$ cat src/rtl/spart_ctrl.sv
// spart_ctrl: processor bus front end of a SPART, with baud tick generator and RX/TX handshakes
// Ports:
//   clk, rst          : clock and synchronous active-high reset
//   iocs, iorw        : chip select and direction (1 = read) of a processor request
//   ioaddr, db_in     : register address (00 data, 01 status, 10/11 divisor low/high) and write data
//   db_out, io_ack    : registered read data and one-cycle completion pulse
//   rda, rx_data      : receiver data-available flag and received byte
//   rx_read           : one-cycle read strobe to the receiver
//   tbr               : transmit buffer ready
//   tx_load, tx_data  : one-cycle load strobe and byte for the transmitter
//   baud_en           : one-cycle sample tick for receiver and transmitter
module spart_ctrl (
    input  logic       clk,
    input  logic       rst,
    input  logic       iocs,
    input  logic       iorw,
    input  logic [1:0] ioaddr,
    input  logic [7:0] db_in,
    output logic [7:0] db_out,
    output logic       io_ack,
    input  logic       rda,
    input  logic [7:0] rx_data,
    output logic       rx_read,
    input  logic       tbr,
    output logic       tx_load,
    output logic [7:0] tx_data,
    output logic       baud_en
);
    // DECODE holds the accepted request for one cycle so every completion is timed from the accept edge
    typedef enum logic [2:0] {IDLE, DECODE, RX_STB, RX_CAP, TX_WAIT} state_t;

    state_t      state_q, state_d;
    logic        rw_q, rw_d, rda_q, rda_d;
    logic [1:0]  addr_q, addr_d;
    logic [7:0]  wdata_q, wdata_d, db_out_q, db_out_d, tx_data_q, tx_data_d;
    logic        io_ack_q, io_ack_d, rx_read_q, rx_read_d, tx_load_q, tx_load_d, baud_q, baud_d;
    logic [15:0] div_q, div_d, cnt_q, cnt_d;
    logic        div_wr;

    always_ff @(posedge clk) begin
        if (rst) begin
            state_q   <= IDLE;
            rw_q      <= 1'b0;
            rda_q     <= 1'b0;
            addr_q    <= 2'b00;
            wdata_q   <= 8'h00;
            db_out_q  <= 8'h00;
            tx_data_q <= 8'h00;
            io_ack_q  <= 1'b0;
            rx_read_q <= 1'b0;
            tx_load_q <= 1'b0;
            baud_q    <= 1'b0;
            div_q     <= 16'd39;
            cnt_q     <= 16'd39;
        end else begin
            state_q   <= state_d;
            rw_q      <= rw_d;
            rda_q     <= rda_d;
            addr_q    <= addr_d;
            wdata_q   <= wdata_d;
            db_out_q  <= db_out_d;
            tx_data_q <= tx_data_d;
            io_ack_q  <= io_ack_d;
            rx_read_q <= rx_read_d;
            tx_load_q <= tx_load_d;
            baud_q    <= baud_d;
            div_q     <= div_d;
            cnt_q     <= cnt_d;
        end
    end

    always_comb begin
        state_d   = state_q;
        rw_d      = rw_q;
        rda_d     = rda_q;
        addr_d    = addr_q;
        wdata_d   = wdata_q;
        db_out_d  = db_out_q;
        tx_data_d = tx_data_q;
        io_ack_d  = 1'b0;
        rx_read_d = 1'b0;
        tx_load_d = 1'b0;
        div_wr    = 1'b0;
        case (state_q)
            IDLE: begin
                if (iocs) begin
                    state_d = DECODE;
                    rw_d    = iorw;
                    addr_d  = ioaddr;
                    wdata_d = db_in;
                    rda_d   = rda;
                end
            end
            DECODE: begin
                state_d  = IDLE;
                io_ack_d = 1'b1;
                if (addr_q == 2'b00 && rw_q && rda_q) begin
                    // rx_read is high while in RX_STB; the byte is captured one cycle later in RX_CAP
                    state_d   = RX_STB;
                    io_ack_d  = 1'b0;
                    rx_read_d = 1'b1;
                end else if (addr_q == 2'b00 && !rw_q && !tbr) begin
                    state_d  = TX_WAIT;
                    io_ack_d = 1'b0;
                end else if (addr_q == 2'b00 && !rw_q) begin
                    tx_load_d = 1'b1;
                    tx_data_d = wdata_q;
                end else if (rw_q) begin
                    // a data read without rda keeps the previous db_out
                    db_out_d = addr_q[1] ? (addr_q[0] ? div_q[15:8] : div_q[7:0])
                             : addr_q[0] ? {6'b0, tbr, rda} : db_out_q;
                end else begin
                    div_wr = addr_q[1];
                end
            end
            RX_STB: state_d = RX_CAP;
            RX_CAP: begin
                state_d  = IDLE;
                io_ack_d = 1'b1;
                db_out_d = rx_data;
            end
            TX_WAIT: begin
                if (tbr) begin
                    state_d   = IDLE;
                    io_ack_d  = 1'b1;
                    tx_load_d = 1'b1;
                    tx_data_d = wdata_q;
                end
            end
            default: state_d = IDLE;
        endcase
        div_d  = div_q;
        cnt_d  = cnt_q - 16'd1;
        baud_d = 1'b0;
        // a divisor write restarts the count from the new value and suppresses the tick on that edge
        if (div_wr) begin
            div_d = addr_q[0] ? {wdata_q, div_q[7:0]} : {div_q[15:8], wdata_q};
            cnt_d = div_d;
        end else if (cnt_q == 16'd0) begin
            baud_d = 1'b1;
            cnt_d  = div_q;
        end
    end

    assign db_out  = db_out_q;
    assign io_ack  = io_ack_q;
    assign rx_read = rx_read_q;
    assign tx_load = tx_load_q;
    assign tx_data = tx_data_q;
    assign baud_en = baud_q;
endmodule

$ cat config.mk
export PLATFORM = sky130hd
export DESIGN_NAME = spart_ctrl
export DESIGN_NICKNAME = d
export VERILOG_FILES = /design/src/rtl/spart_ctrl.sv
export SDC_FILE = /design/constraint.sdc
export NUM_CORES = 1
export LEC_CHECK = 0
export ABC_AREA = 1
export CELL_PAD_IN_SITES_DETAIL_PLACEMENT = 0
export CELL_PAD_IN_SITES_GLOBAL_PLACEMENT = 2
export CORE_MARGIN = 2
export CORE_UTILIZATION = 28
export DETAILED_ROUTE_END_ITERATION = 10
export PLACE_DENSITY_LB_ADDON = 0.12
export SYNTH_ARGS = -nofsm -noshare
export SYNTH_HDL_FRONTEND = slang
export SYNTH_SLANG_ARGS = --single-unit
$ cat constraint.sdc
create_clock -name clk -period 1.4 [get_ports clk]
set_input_delay 0.35 -clock clk [delete_from_list [all_inputs] [get_ports clk]]
set_output_delay 0.35 -clock clk [all_outputs]
set_load 0.01 [all_outputs]
Word-level counts from Yosys, hierarchy flattened. Cells that the tools add are included.

Bits in registers: 67. Bits of input ports: 24. Output and inout port bits: 20. Logic and storage cells: 80.

Add/sub/neg operators: 1. Eq/ne operators: 12. Muxes and demuxes: 36. Bitwise operators: 1. Reduce and logical (&&, ||, !) cells: 17.

Operator list (count): $mux W8 (11); $mux W16 (3); $pmux W8 S2 (2); $logic_not A16 Y1 (1); $sub A16 B1 Y16 const B (1); $ne A2 B2 Y1 const B (7); $mux W1 (13); $mux W3 (4); $pmux W3 S4 (1); $eq A3 B2 Y1 const B (2); $reduce_and A6 Y1 (1); $reduce_and A5 Y1 (1); $logic_and A1 B1 Y1 (4); $reduce_and A2 Y1 (2); $reduce_bool A2 Y1 (2); $reduce_or A2 Y1 (2); $eq A3 B1 Y1 const B (1); $eq A3 B3 Y1 const B (1); $logic_not A3 Y1 (1); $ne A3 B3 Y1 const B (1); $pmux W1 S3 (1); $logic_not A1 Y1 (2); $logic_not A2 Y1 (1); $pmux W1 S2 (1); $not A1 Y1 (1).

Longest topological paths before layout. Gate-level depths: netlist of the first run.

Word-level depth: 7. Gate-level depth with buffers: 10. Depth with buffers taken out: 10.

Least setup slack after synthesis of the first run. Ideal clock, no wire load.

Path type: reg2reg. Start point: register cnt_q[0]. End point: register cnt_q[12]. Setup time: 131 ps. Arrival time: 1282 ps. Data required time: 1269 ps. Slack: -12 ps. Cell stages (with the launch flop): 11. Buffers on the path: 1. Period minus slack after synthesis: 1412 ps. Path through: dfxtp_1 inv_1 ha_1 nand3_1 nor2_4 nand2_2 nand2_2 buf_6 nand2_1 nand2_1 a21oi_2.

Longest elaborated chain between the ends: 3. Elaborated cells on any way between the ends: 4. Those cells by class: add/sub: 1; mux: 2; reduce/logical: 1.

RTL lines: start, declared (RTL line 37) `logic [15:0] div_q, div_d, cnt_q, cnt_d;`; start signal, assigned (RTL line 68) `cnt_q <= cnt_d;`; $sub A16 B1 Y16 / $logic_not A16 Y1 (equally long branches) (RTL line 133, 139); $mux W16 (*) (RTL line 139) `end else if (cnt_q == 16'd0) begin`; $mux W16 (*) (RTL line 136) `if (div_wr) begin`.

Every way passes the cells marked *; elsewhere a longest branch is shown, timed or not. A chain may end at the register's enable or synchronous reset.

Worst setup path in the final report of the first run.
Start point: register state_q[2]. End point: register cnt_q[2].

Longest elaborated chain between the ends: 3.

RTL lines: start, declared (RTL line 32) `state_t state_q, state_d;`; start signal, assigned (RTL line 56) `state_q <= state_d;`; $eq A3 B1 Y1 (RTL line 84) `case (state_q)`; $mux W1 (RTL line 84); $mux W16 (RTL line 136).

No other way between the ends.

==> metrics.md, run 1 <==
| Metric | Value |
|---|---|
| Setup Skew | roughly 6.3 ps |
| Simple-Gate Fraction of Synth Area | 0.293 |
| Top delay family on crit path | buffers and inverters |
| Post-synthesis mux area share | 0 |
| HP Start | rda_q$_SDFFE_PP0P_ |
| Largest net degree at the start of global routing | 28 |
| Status | completed |
| Fmax | 721 MHz |
| Cell taking the most area after synthesis | dfxtp_1 |
| Place WS | -126 ps |
| Synth Area in XOR/XNOR | 0.00789 |
| Synth top area share | 0.403 |
| Worst r2r dst | cnt_q[2]$_SDFF_PP1_ |
| Vias/cell | 4.59 |
| Max VDD drop | 0.527 mV |
| CP max-delay cell | dfxtp_2 |
| GPL Wtd Cong | 0.791 |
| First-pass GRT wire length | ~17000 um |
| Most frequent cells in the layout | nand2_1, dfxtp_1, o21ai_0 |
| Latest clock arrival within the worst-skew pair | 330 ps |
| Htree depth | 3 |
| Worst Path Max Fanout | 4 |
| Ys async rst share | 0 |
| Chip width | 113 um |
| PwrDens | just over 1000 nW/um^2 |
| Total CTS buffers | 9 |
| Post-Synth Adder-Cell Area | 0.00751 |
| Ys flop type | dfxtp_1 |
| Net count, final | 589 |
| Total gr overflow | 0 |
| Vias in the first global route | 3291 |
| Synth Area in Compound Gates | 0.192 |
| Crit path time final | 1390 ps |
| Initial antenna violation count | 0 |
| Area Overhead vs Synth | 44.8% |
| Worst Reg-to-Reg Cells | 9 |
| Fin crit share | 0.991 |
| Routed len/inst | 14.7 um |
| Final setup viols | 0 |
| CP max stage delay | 320 ps |
| # rows | 39 |
| WP data arrival | 1640 ps |
| Die height | between 100 and 150 um |
| Hold path cells | 2 |
| First-pass iteration count of the detailed router | 4 |
| EDFF count, synth | 0 |
| Fin util | 0.419 |
| Max-slew headroom | 0.785 |
| CORE AREA | 11500 sq um |
| Die ar. | ~13000 sq um |
| DRT antenna net count | 0 |
| Yosys warns | 0 |
| Crit path kind | reg -> reg |
| Post-synthesis sequential area ratio | 0.403 |
| RSZ-0062 raised after global routing | true |
| Most common cell after layout, fill and taps aside | nand2_1 |
| Syn Std Cell Area | 3330 sq um |
| Post-detail-place hpwl | 7930 um |
| Worst Setup Start Kind | flip-flop |
| Final WL | 10400 um |
| Syn nets | between 400 and 500 |
| Antenna Diode Count | 0 |
| Largest family of logic cells by synthesized area | simple AND/OR/NAND/NOR gates |
| Final hold vios | 0 |
| CP endpoint kind | flip-flop |
| Cell Chain, Critical Path | inv_2 -> nand2_4 -> nor2_4 -> nand3_4 -> buf_6 -> buf_6 -> o21ai_0 -> inv_1 -> o211ai_1 |
| Req. time, crit path | 1660 ps |
| Cell repeated most along the worst path | buf_6 |
| Maxcap violations | 0 |
| Root buf cell | clkbuf_16 |
| Reg-to-Reg Start | state_q[2]$_SDFFE_PP0P_ |
| DR iter-0 viols | 130 |
| IO Port Bufs | 43 |
| Leak | about 2.0 nW |
| Gr usage total | 0.168 |
| TritonCTS clock tree | yes |
| Syn Inst Count | 472 |
| Fraction of layout cells with a size suffix above 1 | 0.271 |
| R2R setup slack | 10 ps |
| Starting Density | 0.289 |
| Clock Tree Buf Depth | 2 |
| Post-synthesis register bit count | 67 |
| Synth top area cells | dfxtp_1, nand2_1, o21ai_0, a21oi_1, inv_1 |
| Via count | 3262 |
| Netlist cell types | 34 |
| Clk sinks | 67 |
| Synthesized area per cell | 7.06 sq um |
| Clk pin slew, worst setup/hold paths | 60 ps |
| # DRC | 0 |
| Worst Hold End | rda_q$_SDFFE_PP0P_ |
| Setup_tns | 0 ps |
| IO Pins | 44 |
| Worst slew pin tran | 320 ps |
| Hold WC Path Type | reg -> reg |
| Post-CTS Hold Fix Bufs | 0 |
| Crit path buffers/inverters | 4 |
| Final-layout fill cell count | 1234 |
| Slew Viols, Final | 0 |
| Final setup margin | 13.2 ps |
layout make-up:
type                            instances  area, sq um  share of cell area
Clock buffer                           11          243              0.0503
Clock inverter                          5         52.6              0.0109
Inverter                               49          201              0.0418
Multi-Input combinational cell        337         1880               0.389
Sequential cell                        67         1350               0.281
Tap cell                              143          179              0.0371
Timing Repair Buffer                   99          917               0.190
tightest hold or removal path: stages (launching register included):
cell     delay, ps
dfxtp_1        310
inv_1           50
a21oi_1         50
power breakdown:
part | internal, W | switching (W)
Clock | 0.00142 | 0.000826
Sequential | 0.00198 | 0.0000608
Combinational | 0.000297 | 0.000343
flip-flops by register name, indices dropped and copies added (netlist names), 2 cells and up:
signal / flops
cnt_q: 16
div_q: 16
db_out: 8
tx_data: 8
wdata_q: 8
state_q: 3
addr_q: 2
routing by layer:
metal | vias up | track usage | routed length (um)
met2 | 44 | 0.269 | 4930
met1 | 1463 | 0.222 | 5000
met4 | 0 | 0.0772 | 233
li1 | 1737 | - | -
met5 | - | 0 | 0
met3 | 18 | 0.0268 | 269
how the worst max path moves through the flow:
stage | startpoint | to | cells after the start
floorplan | cnt_q[0]$_SDFF_PP1_ | cnt_q[12]$_SDFF_PP0_ | 10
global placement | iocs | rda_q$_SDFFE_PP0P_ | 5
detailed placement | iocs | addr_q[0]$_SDFFE_PP0P_ | 5
CTS | cnt_q[1]$_SDFF_PP1_ | cnt_q[3]$_SDFF_PP0_ | 9
global route | state_q[2]$_SDFFE_PP0P_ | cnt_q[6]$_SDFF_PP0_ | 10
finish | state_q[2]$_SDFFE_PP0P_ | cnt_q[2]$_SDFF_PP1_ | 9
synth_stat cells (2+ instances only):
cell type,number
xnor2_1,2
nand3_1,31
o21ai_0,54
buf_6,4
ha_1,2
nor2_2,5
nor2_4,7
inv_2,3
nand2_2,3
nand4_1,5
a31oi_1,7
nor3_1,3
inv_1,44
buf_8,2
clkbuf_1,7
dfxtp_1,67
nand2_1,127
a21oi_1,49
nor2_1,23
buf_2,5
o211ai_1,7
nand3_2,3
through the flow:
step | cell area (sq um) | power [W] | instances | hold WS [ps]
2_1_floorplan | 3330 | 0.00238 | 472 | 424
3_3_place_gp | 4180 | 0.00266 | 681 | 445
3_5_place_dp | 4180 | 0.00267 | 681 | 446
4_1_cts | 4490 | 0.00491 | 698 | 454
5_1_grt | 4820 | 0.00514 | 711 | 473
6_report | 4820 | 0.00493 | 711 | 454
cells by family after synthesis:
family	after synthesis
and+or+nand+nor	211
AOI/OAI and AO/OA	120
buffers and inverters	69
DFF	67
xor gates and xnor gates	3
adders and majority gates	2
repair_timing:
item                                    CTS  global route
pin swaps                                 0            22
endpoints found under the setup margin   35            39
resized for setup                        33            80
cloned                                    0             2
buffers inserted                          1            12
Note: power is estimated with default switching activity, not from simulation.
==> run 2, diff against run 1 <==
Settings changed: CAP_MARGIN set to 20, TNS_END_PERCENT set to 1.
==> run 2 against run 1 <==
Clock power hardly changed. Die area stayed put. Sequential share of layout area is 0.65 points higher. Sequential power hardly changed. Design area is 2.4% lower. Power is 0.32% lower. Maximum frequency is 0.14% higher. Worst hold slack hardly changed.
==> metrics.md, run 2 (synthesis gave the netlist of run 1 again) <==
| Metric | Value |
|---|---|
| Status | completed |
| Min Hold Slack | 454 ps (+0.0660 ps) |
| Place WS | -126 ps (unchanged) |
| Cells after DPL | 681 (unchanged) |
| Chip width | 113 um (unchanged) |
| Maxcap violations | 0 (unchanged) |
| Crit path buffers/inverters | 3 (-1) |
| Worst Setup Start Kind | flip-flop |
| Multi-input logic area | 1790 sq um (-4.5%) |
| Clock Tree Buf Depth | 2 (unchanged) |
| Routed len/inst | 14.5 um (-1.3%) |
| IO Pins | 44 (unchanged) |
| Max-slew headroom | 0.807 (+0.0220) |
| Htree depth | 3 (unchanged) |
| RSZ-0062 raised after global routing | true |
| Slew Viols, Final | 0 (unchanged) |
| Net count, final | 586 (-0.51%) |
| Leak | 1.94 nW (-2.2%) |
| Final setup viols | 0 (unchanged) |
| Final setup margin | 15.2 ps (+1.98 ps) |
| # rows | 39 (unchanged) |
| Area Overhead vs Synth | 41.3% |
| Gr usage total | 0.168 (-0.000338) |
| Die ar. | 12800 sq um (unchanged) |
| Clk pwr share | 0.457 (+0.002) |
| Hold WC Path Type | reg -> reg |
| PwrDens | 1040 nW/um^2 (+2.2%) |
| Combinational share of power | 0.127 (-0.003) |
| Total gr overflow | 0 (unchanged) |
| Fraction of layout cells with a size suffix above 1 | 0.235 (-0.0357) |
| Sequential Power Share | 0.416 (about the same) |
| Largest net degree at the start of global routing | 28 (unchanged) |
| Post-route insts no fill | 708 (-0.42%) |
| Post-CTS Hold Fix Bufs | 0 (unchanged) |
| TritonCTS clock tree | yes |
| GPL Wtd Cong | 0.791 (unchanged) |
| R2R setup slack | 20 ps (about the same) |
| Fmax | 722 MHz (+0.14%) |
| Post-detail-place hpwl | 7930 um (unchanged) |
| Psw | 0.00122 W (-0.68%) |
| Crit path kind | reg -> reg |
| Final WL | 10300 um (-1.7%) |
| First-pass iteration count of the detailed router | 4 (unchanged) |
| Final hold vios | 0 (unchanged) |
| CORE AREA | 11500 sq um (unchanged) |
| Fin crit share | 0.989 (-0.00141) |
| CP endpoint kind | flip-flop |
| DR iter-0 viols | 140 (+7.7%) |
| Most frequent cells in the layout | nand2_1, dfxtp_1, o21ai_0, a21oi_1, buf_4 |
| CP max-delay cell | dfxtp_2 |
| Pint | 0.00369 W (-0.20%) |
| # DRC | 0 (unchanged) |
| Total CTS buffers | 9 (unchanged) |
| WP data arrival | 1640 ps (about the same) |
| Root buf cell | clkbuf_16 |
| Max VDD drop | 0.526 mV (-0.14%) |
| Largest registers | cnt_q x16, div_q x16 |
| CP max stage delay | 330 ps (about the same) |
| Crit path time final | 1380 ps (-1.98 ps) |
| Setup Skew | 6.38 ps (+0.0896 ps) |
| Worst slew pin tran | 288 ps (-31.4 ps) |
| Vias/cell | 4.57 (-0.35%) |
| Req. time, crit path | 1660 ps (about the same) |
| Sw Ratio | 0.249 (-0.000905) |
| Clk sinks | 67 (unchanged) |
| Cell Chain, Critical Path | inv_4 -> ha_4 -> nand3_4 -> nor2_4 -> nand2_4 -> buf_2 -> buf_4 -> nor3_1 |
| Clk pin slew, worst setup/hold paths | 60 ps (about the same) |
| Latest clock arrival within the worst-skew pair | 330 ps (about the same) |
| Final-layout fill cell count | 1246 (+0.97%) |
| Worst Path Max Fanout | 5 (+1) |
| Starting Density | 0.289 (unchanged) |
| Top delay family on crit path | simple AND/OR/NAND/NOR gates |
| Sequential Area | 1350 sq um (-0.18%) |
| Antenna Diode Count | 0 (unchanged) |
| Vias in the first global route | 3288 (-0.091%) |
| IO Port Bufs | 43 (unchanged) |
| First-pass GRT wire length | 16800 um (-0.20%) |
| DRT antenna net count | 0 (unchanged) |
| Most common cell after layout, fill and taps aside | nand2_1 |
| Initial antenna violation count | 0 (unchanged) |
| Die height | 113 um (unchanged) |
| Via count | 3237 (-0.77%) |
## run 2: cell count changes in the layout (fill, tap and decap cells not counted), moves of 2 or more
cell	before	now
nand2_1	112	119
a21oi_1	43	48
a21oi_2	7	2
nand2_2	13	8
nand2_4	7	4
buf_4	43	41
dfxtp_1	57	59
dfxtp_2	10	8
nor2_1	15	17
## run 2: worst paths after layout
check / depth (start not counted) / end / startpoint
worst max register to register: 8 / baud_en$_SDFF_PP0_ / cnt_q[1]$_SDFF_PP1_
worst min-delay path: 2 / rda_q$_SDFFE_PP0P_ / rda_q$_SDFFE_PP0P_
worst max-delay path: 8 / baud_en$_SDFF_PP0_ / cnt_q[1]$_SDFF_PP1_
worst min register to register: 2 / rda_q$_SDFFE_PP0P_ / rda_q$_SDFFE_PP0P_
## run 2: timing repair
item,in CTS,in global routing
endpoints found under the setup margin,35,42
gates resized for setup,22,63
pin swaps,1,18
buffers inserted,0,11
cloned,0,1
## run 2: area by class of cell
type / instances / share of cell area
clock buffer: 11 / 0.0516
inverter: 49 / 0.0417
sequential: 67 / 0.287
clock inverter: 5 / 0.0112
tap: 143 / 0.0380
multi-input combinational: 336 / 0.381
timing repair buffer: 97 / 0.190
## run 2: power by group through the flow
stage	clock, W	combinational [W]	sequential (W)
6_report	0.00224	0.000623	0.00204
5_1_grt	0.00238	0.000694	0.00205
4_1_cts	0.00229	0.000579	0.00204
3_5_place_dp	0	0.000588	0.00208
3_3_place_gp	0	0.000585	0.00208
2_1_floorplan	0	0.000312	0.00207
## run 2: metrics by stage
stage | util | TNS, ps | area, sq um | power (W)
2_1_floorplan | - | 0 | 3330 | 0.00238
3_3_place_gp | 0.363 | -1650 | 4180 | 0.00266
3_5_place_dp | 0.363 | -2160 | 4180 | 0.00267
4_1_cts | 0.386 | -221 | 4450 | 0.00490
5_1_grt | 0.409 | -927 | 4710 | 0.00512
6_report | 0.409 | 0 | 4710 | 0.00491
## run 2: worst reg2reg max path, delay by kind of cell (launching register included)
kind	cells	cell delay (ps)
adders and majority gates	1	150
buffers and inverters	3	380
DFF	1	330
and+or+nand+nor	4	450
## run 2: routing by layer
layer  part of all wire  GRT usage
met1               0.48      0.222
met2               0.47      0.267
met3              0.028     0.0268
met4              0.023     0.0805
met5                  0          0
==> run 3, diff against run 2 <==
Settings changed: CTS_CLUSTER_SIZE set to 8.
==> results of run 3 <==
Final layout, timing and power as in run 2 (identical DEF).
